===== config.mk =====
export PLATFORM = sky130hd
export DESIGN_NAME = spi_arbiter
export DESIGN_NICKNAME = d
export VERILOG_FILES = /design/src/rtl/spi_arbiter.sv
export SDC_FILE = /design/constraint.sdc
export NUM_CORES = 1
export LEC_CHECK = 0
export CAP_MARGIN = 40
export CORE_MARGIN = 1.5
export CORE_UTILIZATION = 30
export CTS_BUF_LIST = sky130_fd_sc_hd__clkbuf_8
export DETAILED_ROUTE_END_ITERATION = 8
export PLACE_DENSITY = 0.68
export SLEW_MARGIN = 20
export SYNTH_ARGS = -nofsm -noshare
export SYNTH_HDL_FRONTEND = slang
export SYNTH_SLANG_ARGS = --single-unit

===== constraint.sdc =====
create_clock -name clk -period 3.2 [get_ports clk]
set_input_delay 0.32 -clock clk [delete_from_list [all_inputs] [get_ports clk]]
set_output_delay 0.32 -clock clk [all_outputs]
set_load 0.005 [all_outputs]

===== src/rtl/spi_arbiter.sv =====
// spi_arbiter: round-robin arbiter sharing one SPI master between CLIENTS ports.
// Each client uses a toggle req/ack handshake. A client holding cli_lock keeps the bus
// between bytes.
// Optional feature: define SPI_ARB_TIMEOUT_EN to force release of a lock that has sat
// idle for TIMEOUT_CYCLES.
module spi_arbiter #(
    parameter int unsigned CLIENTS        = 2,
    parameter int unsigned CLIENT_BITS    = 1,
    parameter int unsigned TIMEOUT_CYCLES = 100000
) (
    input  logic                   clk,
    input  logic                   reset,
    input  logic [CLIENTS-1:0]     cli_req,
    output logic [CLIENTS-1:0]     cli_ack,
    input  logic [8*CLIENTS-1:0]   cli_d,
    input  logic [CLIENTS-1:0]     cli_speed,
    input  logic [CLIENTS-1:0]     cli_lock,
    output logic [7:0]             cli_q,
    output logic                   spi_req,
    input  logic                   spi_ack,
    output logic [7:0]             spi_d,
    output logic                   spi_speed,
    input  logic [7:0]             spi_q,
    output logic [CLIENT_BITS-1:0] owner,
    output logic                   owner_valid,
    output logic                   timeout
);

    localparam int unsigned IdxW = (CLIENTS > 1) ? $clog2(CLIENTS) : 1;

    typedef enum logic [1:0] {StResync, StIdle, StIssue, StWait} state_e;

    state_e             state_q, state_d;
    logic [IdxW-1:0]    owner_q, owner_d;
    logic               owner_valid_q, owner_valid_d;
    logic [CLIENTS-1:0] cli_ack_q, cli_ack_d;
    logic               spi_req_q, spi_req_d;
    logic [7:0]         spi_d_q, spi_d_d;
    logic               spi_speed_q, spi_speed_d;
    logic [7:0]         cli_q_q, cli_q_d;

    logic [CLIENTS-1:0] pending;
    logic [CLIENTS-1:0] lock_eff;
    logic               locked;
    logic               found;
    logic [IdxW-1:0]    grant_idx;
    logic [7:0]         cli_byte [CLIENTS];

`ifdef SPI_ARB_TIMEOUT_EN
    logic               timeout_q, timeout_d;
    logic [CLIENTS-1:0] mask_q, mask_d;
    logic [31:0]        cnt_q, cnt_d;

    // A lock broken by timeout stays ignored until the client lets go of it.
    assign lock_eff = cli_lock & ~mask_q;
    assign timeout  = timeout_q;
`else
    logic unused_timeout_cfg;

    assign unused_timeout_cfg = ^TIMEOUT_CYCLES;
    assign lock_eff = cli_lock;
    assign timeout  = 1'b0;
`endif

    assign pending = cli_req ^ cli_ack_q;
    assign locked  = owner_valid_q & lock_eff[owner_q];

    // Split the flat client data bus into per-client bytes.
    always_comb begin
        for (int unsigned i = 0; i < CLIENTS; i++) begin
            cli_byte[i] = cli_d[8*i +: 8];
        end
    end

    // Round-robin scan: first pending client after the current owner, wrapping round.
    always_comb begin
        logic [31:0] cand;
        cand      = '0;
        found     = 1'b0;
        grant_idx = owner_q;
        for (int unsigned i = 1; i <= CLIENTS; i++) begin
            cand = (32'(owner_q) + i) % CLIENTS;
            if (!found && pending[cand[IdxW-1:0]]) begin
                found     = 1'b1;
                grant_idx = cand[IdxW-1:0];
            end
        end
    end

    // State register.
    always_ff @(posedge clk or posedge reset) begin
        if (reset) begin
            state_q <= StResync;
        end else begin
            state_q <= state_d;
        end
    end

    // Next-state logic.
    always_comb begin
        state_d = state_q;
        unique case (state_q)
            StResync: state_d = StIdle;
            StIdle: begin
                if (locked ? pending[owner_q] : found) begin
                    state_d = StIssue;
                end
            end
            StIssue:  state_d = StWait;
            StWait: begin
                if (spi_ack == spi_req_q) begin
                    state_d = StIdle;
                end
            end
            default:  state_d = StResync;
        endcase
    end

    // Output and datapath next values.
    always_comb begin
        owner_d       = owner_q;
        owner_valid_d = owner_valid_q;
        cli_ack_d     = cli_ack_q;
        spi_req_d     = spi_req_q;
        spi_d_d       = spi_d_q;
        spi_speed_d   = spi_speed_q;
        cli_q_d       = cli_q_q;
`ifdef SPI_ARB_TIMEOUT_EN
        timeout_d     = 1'b0;
        mask_d        = mask_q & cli_lock;
        cnt_d         = '0;
`endif
        unique case (state_q)
            // Discard any mismatch left over from a reset taken mid-transfer.
            StResync: spi_req_d = spi_ack;
            StIdle: begin
                if (locked) begin
                    if (pending[owner_q]) begin
                        spi_d_d     = cli_byte[owner_q];
                        spi_speed_d = cli_speed[owner_q];
                    end
`ifdef SPI_ARB_TIMEOUT_EN
                    else if (cnt_q == TIMEOUT_CYCLES - 1) begin
                        timeout_d      = 1'b1;
                        owner_valid_d  = 1'b0;
                        mask_d[owner_q] = 1'b1;
                    end else begin
                        cnt_d = cnt_q + 32'd1;
                    end
`endif
                end else if (found) begin
                    owner_d       = grant_idx;
                    owner_valid_d = 1'b1;
                    spi_d_d       = cli_byte[grant_idx];
                    spi_speed_d   = cli_speed[grant_idx];
                end else begin
                    // owner stays as the round-robin pointer.
                    owner_valid_d = 1'b0;
                end
            end
            StIssue:  spi_req_d = ~spi_req_q;
            StWait: begin
                if (spi_ack == spi_req_q) begin
                    cli_q_d            = spi_q;
                    cli_ack_d[owner_q] = ~cli_ack_q[owner_q];
                end
            end
            default: ;
        endcase
    end

    // Datapath registers.
    always_ff @(posedge clk or posedge reset) begin
        if (reset) begin
            owner_q       <= IdxW'(CLIENTS - 1);
            owner_valid_q <= 1'b0;
            cli_ack_q     <= '0;
            spi_req_q     <= 1'b0;
            spi_d_q       <= '0;
            spi_speed_q   <= 1'b0;
            cli_q_q       <= '0;
        end else begin
            owner_q       <= owner_d;
            owner_valid_q <= owner_valid_d;
            cli_ack_q     <= cli_ack_d;
            spi_req_q     <= spi_req_d;
            spi_d_q       <= spi_d_d;
            spi_speed_q   <= spi_speed_d;
            cli_q_q       <= cli_q_d;
        end
    end

`ifdef SPI_ARB_TIMEOUT_EN
    // Lock-timeout registers.
    always_ff @(posedge clk or posedge reset) begin
        if (reset) begin
            timeout_q <= 1'b0;
            mask_q    <= '0;
            cnt_q     <= '0;
        end else begin
            timeout_q <= timeout_d;
            mask_q    <= mask_d;
            cnt_q     <= cnt_d;
        end
    end
`endif

    // Zero-extend the internal owner index onto the owner port.
    always_comb begin
        owner             = '0;
        owner[IdxW-1:0]   = owner_q;
    end

    assign cli_ack     = cli_ack_q;
    assign spi_req     = spi_req_q;
    assign spi_d       = spi_d_q;
    assign spi_speed   = spi_speed_q;
    assign cli_q       = cli_q_q;
    assign owner_valid = owner_valid_q;

endmodule


# Word level (Yosys, flattened, before mapping)
# Index checks and enable logic that the tools add are counted.
# W data, S select, Z words.
# word_totals
wordCells	81
register_bits	24
input_bits	33
out_inout_bits	23
# op_classes
mux	39
bitwise	7
addsub	2
order_cmp	7
n_reduce_logical	11
eq_ne	7
# ops
operator	count
$mux W8	9
$mux W1	24
$lt A1 B2 Y1 const B	4
$pmux W2 S4	1
$reduce_and A2 Y1	3
$reduce_and A3 Y1	2
$eq A2 B2 Y1 const B	2
$ge A2 B2 Y1 const B	2
$mux W2	2
$ne A2 B2 Y1 const B	2
$not A1 Y2	2
$reduce_bool A2 Y1	2
$not A1 Y1	3
$add A1 B1 Y1 const B	2
$bwmux W2	1
$eq A2 B1 Y1 const B	1
$logic_and A1 B1 Y1	2
$logic_not A2 Y1	1
$ne A2 B1 Y1 const B	1
$pmux W1 S2	1
$xor A2 B2 Y2	1
$and A1 B1 Y1	1
$demux W1 S1	1
$eq A1 B1 Y1	1
other kinds (2)	2

# Logic depth before layout (Yosys ltp)
# Gate-level depths: netlist of run 1.
# depth
word_depth	13
depth_mapped	6
mapped_depth_nobuf	5

# Worst setup path after synthesis of run 1
# No wires, ideal clock.
# synth_path
kind	register to register
startpoint	register owner_q, in the netlist owner
endpoint	register state_q[1]
n_path_buf	1
setup_time_ns	0.125
setup_slack_ns	1.495
t_arrival_ns	1.580
stages_incl_launch_ff	6
required_time_ns	3.075
period_less_slack_ns	1.705
path_cell_list	dfstp_2 clkbuf_1 nor2b_1 a31oi_1 o32a_1 mux2_4
# synth_via
elab_chain_cells	10
word_cells_on_any_way	18
classes_between	add/sub: 2; eq/ne: 1; mux: 11; bitwise: 1; reduce/logical: 3
# synth_lines
item	line_no	text
start: declaration	34	logic [IdxW-1:0] owner_q, owner_d;
start signal: assignment	175	owner_q <= IdxW'(CLIENTS - 1);
start signal: assignment	183	owner_q <= owner_d;
$add A1 B1 Y1	82	cand = (32'(owner_q) + i) % CLIENTS;
$mux W1 (not written as such) (2 in series)	83	if (!found && pending[cand[IdxW-1:0]]) begin
$mux W1	83	
$logic_not A1 Y1	83	
$logic_and A1 B1 Y1	83	
$mux W1	83	
$mux W1 (*)	105	if (locked ? pending[owner_q] : found) begin
$ne A2 B2 Y1 (no source line) (*)	-	
$reduce_and A2 Y1 (no source line) (*)	-	
end signal: assignment	93	state_q <= StResync;
end signal: assignment	95	state_q <= state_d;
end: declaration	33	state_e state_q, state_d;
# Every way passes the cells marked *; elsewhere a longest branch is shown, timed or not. The select of a mux whose other input is x is not followed.
# A chain may end at the register's enable or synchronous reset.

# Final worst setup path of run 1
# layout_path
startpoint	register state_q[1]
endpoint	register state_q[1]
# layout_via
elab_chain_cells	3
word_cells_on_any_way	8
classes_between	eq/ne: 5; mux: 1; reduce/logical: 2
# layout_lines
item	line_no	text
$eq A2 B2 Y1 / $eq A2 B1 Y1 (equally long branches)	102	unique case (state_q)
$ne A2 B2 Y1 (no source line)	-	
$reduce_and A2 Y1 (no source line)	-	
# Several ways; a longest one is shown, not always the timed one.

==> results of run 1 <==
[sequential cells by signal (all words and copies together) (netlist names)]
signal	cells
state_q	2
cli_q	8
owner_valid	1
cli_ack	2
spi_speed	1
spi_req	1
spi_d	8
owner	1
[worst max-delay path, cell delays in order (launching register included)]
cell and delay (ns):
dfrtp_1 0.43, inv_1 0.11, ha_1 0.45, inv_1 0.08
o32a_1 0.40, mux2_4 0.30
[path summary, 6_finish.rpt]
path,from,end,depth (start not counted)
max in group asynchronous,reset,owner,3
hold / removal,reset,cli_q[3],2
min in group clk,cli_q[0],cli_q[0],1
hold reg to reg,cli_q[0],cli_q[0],1
setup reg to reg,state_q[1],state_q[1],5
setup / recovery,state_q[1],state_q[1],5
[power by group through the flow]
stage	clock network, mW	registers (mW)	logic, mW
final	0.191	0.608	1.02
after global routing	0.204	0.631	1.13
after CTS	0.198	0.608	1.03
after detailed placement	0	0.611	1.02
after global placement	0	0.600	0.994
after floorplan	0	0.587	0.596
[Yosys cell counts, drive strengths merged]
master	count	area, um2
a31oi	19	119
o32a	1	10.0
ha	5	62.6
nand3	12	65.1
xor2	1	8.76
dfstp	1	26.3
a32o	1	10.0
a21o	2	15.0
a211o	1	8.76
nor2	3	11.3
and2	1	6.26
conb	1	3.75
inv	6	22.5
dfrtp	23	576
o21ai	12	63.8
nand3b	1	7.51
a21oi	2	10.0
nor2b	1	6.26
clkbuf	2	7.51
buf	4	21.3
a211oi	2	20.0
and3	2	12.5
mux2	9	105
nand2	2	7.51
mux2i	1	10.0
xnor2	4	50.1
[placed cells by master (no fill, tap or decap)]
cell type,n
ha_1,5
o21ai_0,11
o21ai_2,1
xnor2_2,2
and3_1,2
a31oi_1,19
nand3_2,1
o32a_1,1
dfrtp_1,23
buf_16,1
a211oi_2,1
xnor2_1,2
clkbuf_8,3
a21oi_1,2
nand2_1,2
conb_1,1
nand3_1,11
inv_1,7
nand3b_1,1
mux2_2,8
a32o_1,1
nor2_1,3
dfstp_2,1
a211oi_1,1
mux2_4,1
a21o_1,2
clkdlybuf4s50_1,54
a211o_1,1
xor2_1,1
and2_0,1
mux2i_1,1
nor2b_1,1
[through the flow]
stage	utilization, %	std cells	cell area [um2]	power (mW)
global route	47.5	222	1910	1.97
floorplan	-	119	1270	1.18
finish	47.5	222	1910	1.82
CTS	47.5	222	1910	1.83
detailed placement	46.4	218	1870	1.64
global placement	45.7	217	1840	1.59
[cell type report]
cell class / instances / area (um2) / share of cell area (%)
Clock inverter: 1 / 3.75 / 0.196
Timing Repair Buffer: 55 / 568 / 29.7
Multi-Input combinational cell: 83 / 613 / 32.0
Clock buffer: 3 / 41.3 / 2.16
Sequential cell: 24 / 602 / 31.5
Tap cell: 50 / 62.6 / 3.27
Inverter: 6 / 22.5 / 1.18
[kinds of logic (layout without fill, tap and decap cells)]
family / count (synthesis) / in the layout / share of synthesized area (%)
AOI/OAI and AO/OA: 40 / 40 / 20.3
xor gates and xnor gates: 5 / 5 / 4.64
adders and majority gates: 5 / 5 / 4.94
buffers and inverters: 12 / 65 / 4.05
DFF: 24 / 24 / 47.5
muxes: 10 / 10 / 9.09
other: 1 / 1 / 0.296
and+or+nand+nor: 22 / 22 / 9.19
[layer usage]
| layer | GRT usage (%) | vias up | part of all wire, % |
|---|---|---|---|
| met4 | 7.50 | 0 | 1.7 |
| met1 | 18.0 | 516 | 40 |
| met3 | 5.76 | 5 | 11 |
| met2 | 25.1 | 55 | 47 |
| met5 | 0 | - | 0 |
| li1 | - | 543 | - |
==> impl_metrics.ini, run 1 <==
[timing]
clock_skew_ns = 0.00728
hold_slack_ns = 0.335
rsz0062_at_grt = false
timing_max_transition_violations_final = 0
worstMarginPinSlew_ns = 0.631
setup_slack_ns = 1.32
max_freq_mhz = 533
finalCritPeriodShare_pct = 58.6
setup_violations = 0
final.min_clock_period_ns = 1.88
slew_headroom_pct = 57.9
finalHoldViolCount = 0
fin_tns_setup_ns = 0

[yosys]
netlist_area_um2 = 1270
ys_ff_latch = 24
synthesis.instances = 119
avgSynthCellArea_um2 = 10.6
yosys_warnings = 0
synth.distinct_cells = 33
yosysSeqAreaShare_pct = 47.5
syn_nets = 157

[power_and_ir_drop]
p_clk_share_pct = 10.5
p_int_mw = 1.12
leakage_nw = 0.789
powerDensity_nw_per_um2 = 952
vdd_drop_max_uv = 371
p_seq_share_pct = 33.4
combPwrFrac_pct = 56.2
p_sw_share_pct = 38.3
p_switching_mw = 0.698

[cells_and_area]
final_layout_size_suffix_gt1_share_pct = 11.0
antennaDiodeCount = 0
num-fill-cells = 371
syn2layout_area_growth_pct = 51.1
finalNetCount = 211

[global_routing]
grt_max_degree = 17
grt_pass1_vias = 1150
grt_pass1_wl_um = 5190
globalRouteTotalUtil_pct = 15.5
antenna_found_initial = 0
gr-total-overflow = 0

[route]
drc = 0
drt_iter0_drc = 48
vias_per_cell = 5.04
wire_per_inst_um = 15.0
routed_wl_um = 3340
detailedRoute.firstPassIterationCount = 4
via_count = 1119
ant_nets = 0

[clock_network]
clockBufferDepth = 2
ctsHoldBuffers = 0
cts_tree = built
cts_setup_buffers = 0
htreeDepth = 1
clk_pin_slew_ns = 0.09
cts_buffers = 3
clock_sinks = 24
cts_root_buf = clkbuf_8
ctsResizeCount = 0
clk_latency_ns = 0.28

[status]
status = complete, no violations

[setup_path]
critPathKind = flop to flop
crit_required_ns = 3.37
start_kind = flop
rrSetupSlack_ns = 1.32
critPathArrivalTime_ns = 2.04
worstSetupEndpointType = flop
path_max_fanout = 15

[place]
dp_hpwl_um = 2480
portBuffers = 54
gp_congestion = 0.772
preCtsSetupSlack_ns = 1.13

[floorplanning]
io-pin-count = 56
start_util_pct = 31.4
dieWidth_um = 68.0
dieArea_um2 = 4620
fp.coreArea_um2 = 4030
rows = 23
die_h_um = 68.0

[flow_run]
drv_cap = 0

[worst_hold_path]
hp-class = input pin to asynchronous set/reset pin
Power figures use the tool's default switching activity.
==> run 2: changes to the inputs <==
- clock period: 3.2 -> 2 ns (I/O delays scaled with it)
==> impl_metrics.ini, run 2 (same netlist as run 1, synthesis figures left out) <==
[timing]
finalCritPeriodShare_pct = 90.1
fin_tns_setup_ns = 0
finalHoldViolCount = 0
slew_headroom_pct = 57.4
final.min_clock_period_ns = 1.80
clock_skew_ns = 0.00337
timing_max_transition_violations_final = 0
rsz0062_at_grt = false
worstMarginPinSlew_ns = 0.639
max_freq_mhz = 555
setup_violations = 0

[cells_and_area]
syn2layout_area_growth_pct = 52.7
finalNetCount = 215
final_cell_mix = clkdlybuf4s50_1 (54), dfrtp_1 (23), a31oi_1 (19), o21ai_0 (11), nand3_1 (11)
final_common_cell = clkdlybuf4s50_1
num-fill-cells = 385
final_layout_size_suffix_gt1_share_pct = 13.6
final_area_um2 = 1930
antennaDiodeCount = 0

[global_routing]
antenna_found_initial = 0
met1_usage_pct = 18.0
grt.busiest_layer = met2
globalRouteTotalUtil_pct = 15.3
grt_pass1_wl_um = 5290
grt_max_degree = 25
gr-total-overflow = 0
use_met3_pct = 6.91
grt_pass1_vias = 1220
met2_usage_pct = 24.6

[clock_network]
cts_root_buf = clkbuf_8
htreeDepth = 1
cts_tree = built
ctsResizeCount = 0
cts_setup_buffers = 0
clockBufferDepth = 2
clk_pin_slew_ns = 0.09
clk_latency_ns = 0.27
ctsHoldBuffers = 0
cts_buffers = 3
clock_sinks = 24

[route]
drc = 0
detailedRoute.firstPassIterationCount = 4
via_count = 1127
vias_per_cell = 4.99
routed_wl_um = 3240
wire_per_inst_um = 14.3
drt_iter0_drc = 37
ant_nets = 0

[floorplanning]
start_util_pct = 31.4
die_h_um = 68.0
dieWidth_um = 68.0
fp.coreArea_um2 = 4030
dieArea_um2 = 4620
rows = 23
io-pin-count = 56

[power_and_ir_drop]
p_clk_share_pct = 11.2
leakage_nw = 0.802
p_int_mw = 1.87
p_switching_mw = 1.11
vdd_drop_max_uv = 573
powerDensity_nw_per_um2 = 1540
combPwrFrac_pct = 56.4
p_seq_share_pct = 32.4
p_sw_share_pct = 37.2

[place]
gp_congestion = 0.711
portBuffers = 54
dp_hpwl_um = 2490
placed_cell_area_um2 = 1880

[worst_hold_path]
hp-class = input pin to asynchronous set/reset pin

[setup_path]
path_max_fanout = 12
cp.buffers_inverters = 0
rrSetupSlack_ns = 0.20
start_kind = flop
worstSetupEndpointType = flop
crit_required_ns = 2.16
cpPeakStageDelay_ns = 0.66
cpMaxStageDelayCell = dfstp_2
crit_chain = and3_1, nor2_1, o32a_1, mux2_4
critPathKind = flop to flop
critPathArrivalTime_ns = 1.96
path_delay_family = flip-flops

[status]
status = complete, no violations

[flow_run]
drv_cap = 0
run 2: changes by cell type in the layout (fill, tap and decap cells not counted):
cell / before / now
buf_16: 1 / 0
buf_4: 0 / 5
clkbuf_8: 3 / 4
inv_1: 7 / 6
run 2: worst paths after layout:
| path | startpoint | endpoint | cells past startpoint |
|---|---|---|---|
| max | owner | state_q[1] | 4 |
| min | reset | cli_q[1] | 3 |
| min in group clk | cli_d[8] | spi_d[0] | 3 |
| max in group asynchronous | reset | owner | 3 |
| max reg2reg | owner | state_q[1] | 4 |
| min reg2reg | cli_q[4] | cli_q[4] | 1 |
run 2: power by group through the flow:
stage                     logic [mW]  clock network, mW  registers [mW]
final                           1.68              0.334           0.967
after global routing            1.86              0.364            1.01
after CTS                       1.70              0.340           0.972
after detailed placement        1.69                  0           0.978
after global placement          1.63                  0           0.964
after floorplan                0.953                  0           0.940
run 2: final cells by class:
type / instances / area [um2] / share of cell area, %
timing repair buffer: 59 / 578 / 29.9
inverter: 6 / 22.5 / 1.17
clock buffer: 4 / 55.1 / 2.85
sequential: 24 / 602 / 31.1
tap: 50 / 62.6 / 3.24
multi-input combinational: 83 / 613 / 31.7
run 2: metrics by stage:
stage / total power, mW / hold slack, ns / std cells / util [%] / worst slack [ns]
CTS: 3.01 / 0.274 / 226 / 48.0 / 0.203
global route: 3.23 / 0.291 / 226 / 48.0 / 0.144
global placement: 2.60 / 0.491 / 222 / 46.6 / 0.118
detailed placement: 2.66 / 0.495 / 222 / 46.6 / 0.0910
finish: 2.99 / 0.261 / 226 / 48.0 / 0.199
floorplan: 1.89 / 0.214 / 119 / - / 0.295
run 2: routing by layer:
metal,share of wire [%],up-vias
li1,-,551
met5,0,-
met4,1.2,0
met2,46,47
met3,11,4
met1,42,525
run 2: worst reg2reg max path, delay by kind of cell (launching register included):
kind | cells | cell delay (ns)
muxes | 1 | 0.31
DFF | 1 | 0.66
and+or+nand+nor | 2 | 0.35
AOI/OAI and AO/OA | 1 | 0.38
==> run 3: changes to the inputs <==
- CORE_MARGIN: 1.5 -> unset
- GPL_ROUTABILITY_DRIVEN: unset -> 0
- RECOVER_POWER: unset -> 25
==> impl_metrics.ini, run 3 (same netlist as run 1, synthesis figures left out) <==
[status]
status = complete, no violations

[timing]
finalHoldViolCount = 0
worstMarginPinSlew_ns = 1.33
finalCritPeriodShare_pct = 89.7
rsz0062_at_grt = false
setup_slack_ns = 0.206
hold_slack_ns = 0.496
fin_tns_setup_ns = 0
timing_max_transition_violations_final = 0
final.min_clock_period_ns = 1.79
slew_headroom_pct = 11.1
max_freq_mhz = 557
setup_violations = 0
clock_skew_ns = 0.00723

[cells_and_area]
multi_input_area_um2 = 613
num-fill-cells = 366
antennaDiodeCount = 0
finalNetCount = 215
syn2layout_area_growth_pct = 53.7
final_cell_mix = clkdlybuf4s50_1 (53), dfrtp_1 (23), a31oi_1 (19), o21ai_0 (11), nand3_1 (11)
post-route-util_pct = 48.3
final-seq-area_um2 = 602
final_layout_size_suffix_gt1_share_pct = 13.1
final_common_cell = clkdlybuf4s50_1

[clock_network]
htreeDepth = 1
ctsResizeCount = 0
cts_buffers = 3
ctsHoldBuffers = 0
clk_pin_slew_ns = 0.09
clk_latency_ns = 0.27
clock_sinks = 24
cts_tree = built
cts_root_buf = clkbuf_8
cts_setup_buffers = 0
clockBufferDepth = 2

[setup_path]
cpPeakStageDelay_ns = 0.65
rrSetupSlack_ns = 0.21
reg2reg_from = cli_ack[0]
worstSetupEndpointType = flop
regToRegEndpoint = spi_d[3]
cpMaxStageDelayCell = a21oi_1
critPathKind = flop to flop
critPathArrivalTime_ns = 1.99
crit_chain = xnor2_2, a21oi_1, nand3_1, a31oi_1
r2r_cells = 4
path_max_fanout = 9
crit_required_ns = 2.20
start_kind = flop

[route]
detailedRoute.firstPassIterationCount = 4
vias_per_cell = 5.23
routed_wl_um = 3410
drc = 0
drt_iter0_drc = 35
via_count = 1183
ant_nets = 0
wire_per_inst_um = 15.1

[power_and_ir_drop]
total_power_mw = 3.12
vdd_drop_max_uv = 660
powerDensity_nw_per_um2 = 1600
leakage_nw = 0.805

[global_routing]
grt_pass1_vias = 1201
grt_max_degree = 25
gr-total-overflow = 0
globalRouteTotalUtil_pct = 16.1
antenna_found_initial = 0
grt_pass1_wl_um = 5380

[floorplanning]
dieArea_um2 = 4480
io-pin-count = 56
fp.coreArea_um2 = 4030
start_util_pct = 31.4
dieWidth_um = 67.0
rows = 23
die_h_um = 67.0

[flow_run]
drv_cap = 0

[place]
dp_hpwl_um = 2480
portBuffers = 54
preCtsSetupSlack_ns = 0.0453

[worst_hold_path]
hold_start = cli_d[15]
hp-class = input pin to flop
whs_path_depth = 3
whs_endpoint = spi_d[7]
[run 3: cell count changes in the layout (fill, tap and decap cells not counted)]
cell	previous run	this run
clkbuf_1	0	1
bufinv_16	0	1
dlygate4sd3_1	0	1
buf_4	5	4
clkbuf_8	4	3
clkdlybuf4s50_1	54	53
[run 3: layout make-up]
| type | count | area share, % |
|---|---|---|
| clock buffer | 3 | 2.12 |
| clock inverter | 1 | 1.54 |
| inverter | 6 | 1.16 |
| multi-input combinational | 83 | 31.5 |
| sequential | 24 | 30.9 |
| tap | 50 | 3.22 |
| timing repair buffer | 59 | 29.5 |
[run 3: stage by stage]
step,cell area [um2],std cells
final,1950,226
after global placement,1880,222
after CTS,1950,226
after detailed placement,1880,222
after floorplan,1270,119
after global routing,1950,226
[run 3: worst max path at each step]
stage               start    endpoint  slack, ns
5_1_grt        cli_ack[0]    spi_d[6]       0.09
2_1_floorplan       owner  state_q[1]       0.30
3_5_place_dp   cli_req[0]    spi_d[3]       0.05
6_report       cli_ack[0]    spi_d[3]       0.21
3_3_place_gp   cli_req[0]  state_q[1]       0.10
4_1_cts        cli_ack[0]    spi_d[3]       0.22
[run 3: power breakdown]
group / switching (mW) / total, mW / internal, mW
clock: 0.169 / 0.437 / 0.268
combinational: 0.797 / 1.75 / 0.949
sequential: 0.183 / 0.933 / 0.749
total: 1.15 / 3.12 / 1.97
[run 3: critical path: cells and delay by family, from the launching register on]
kind	cells	cell delay, ns
AO/OA/AOI/OAI	2	0.87
flip-flops	1	0.44
XOR/XNOR	1	0.23
AND/OR/NAND/NOR	1	0.17
[run 3: metal layers]
layer | vias up | track usage (%) | part of all wire (%)
met4 | 0 | 5.05 | 0.67
li1 | 551 | - | -
met1 | 577 | 18.4 | 40
met2 | 51 | 28.8 | 49
met5 | - | 0 | 0
met3 | 4 | 4.45 | 9.8
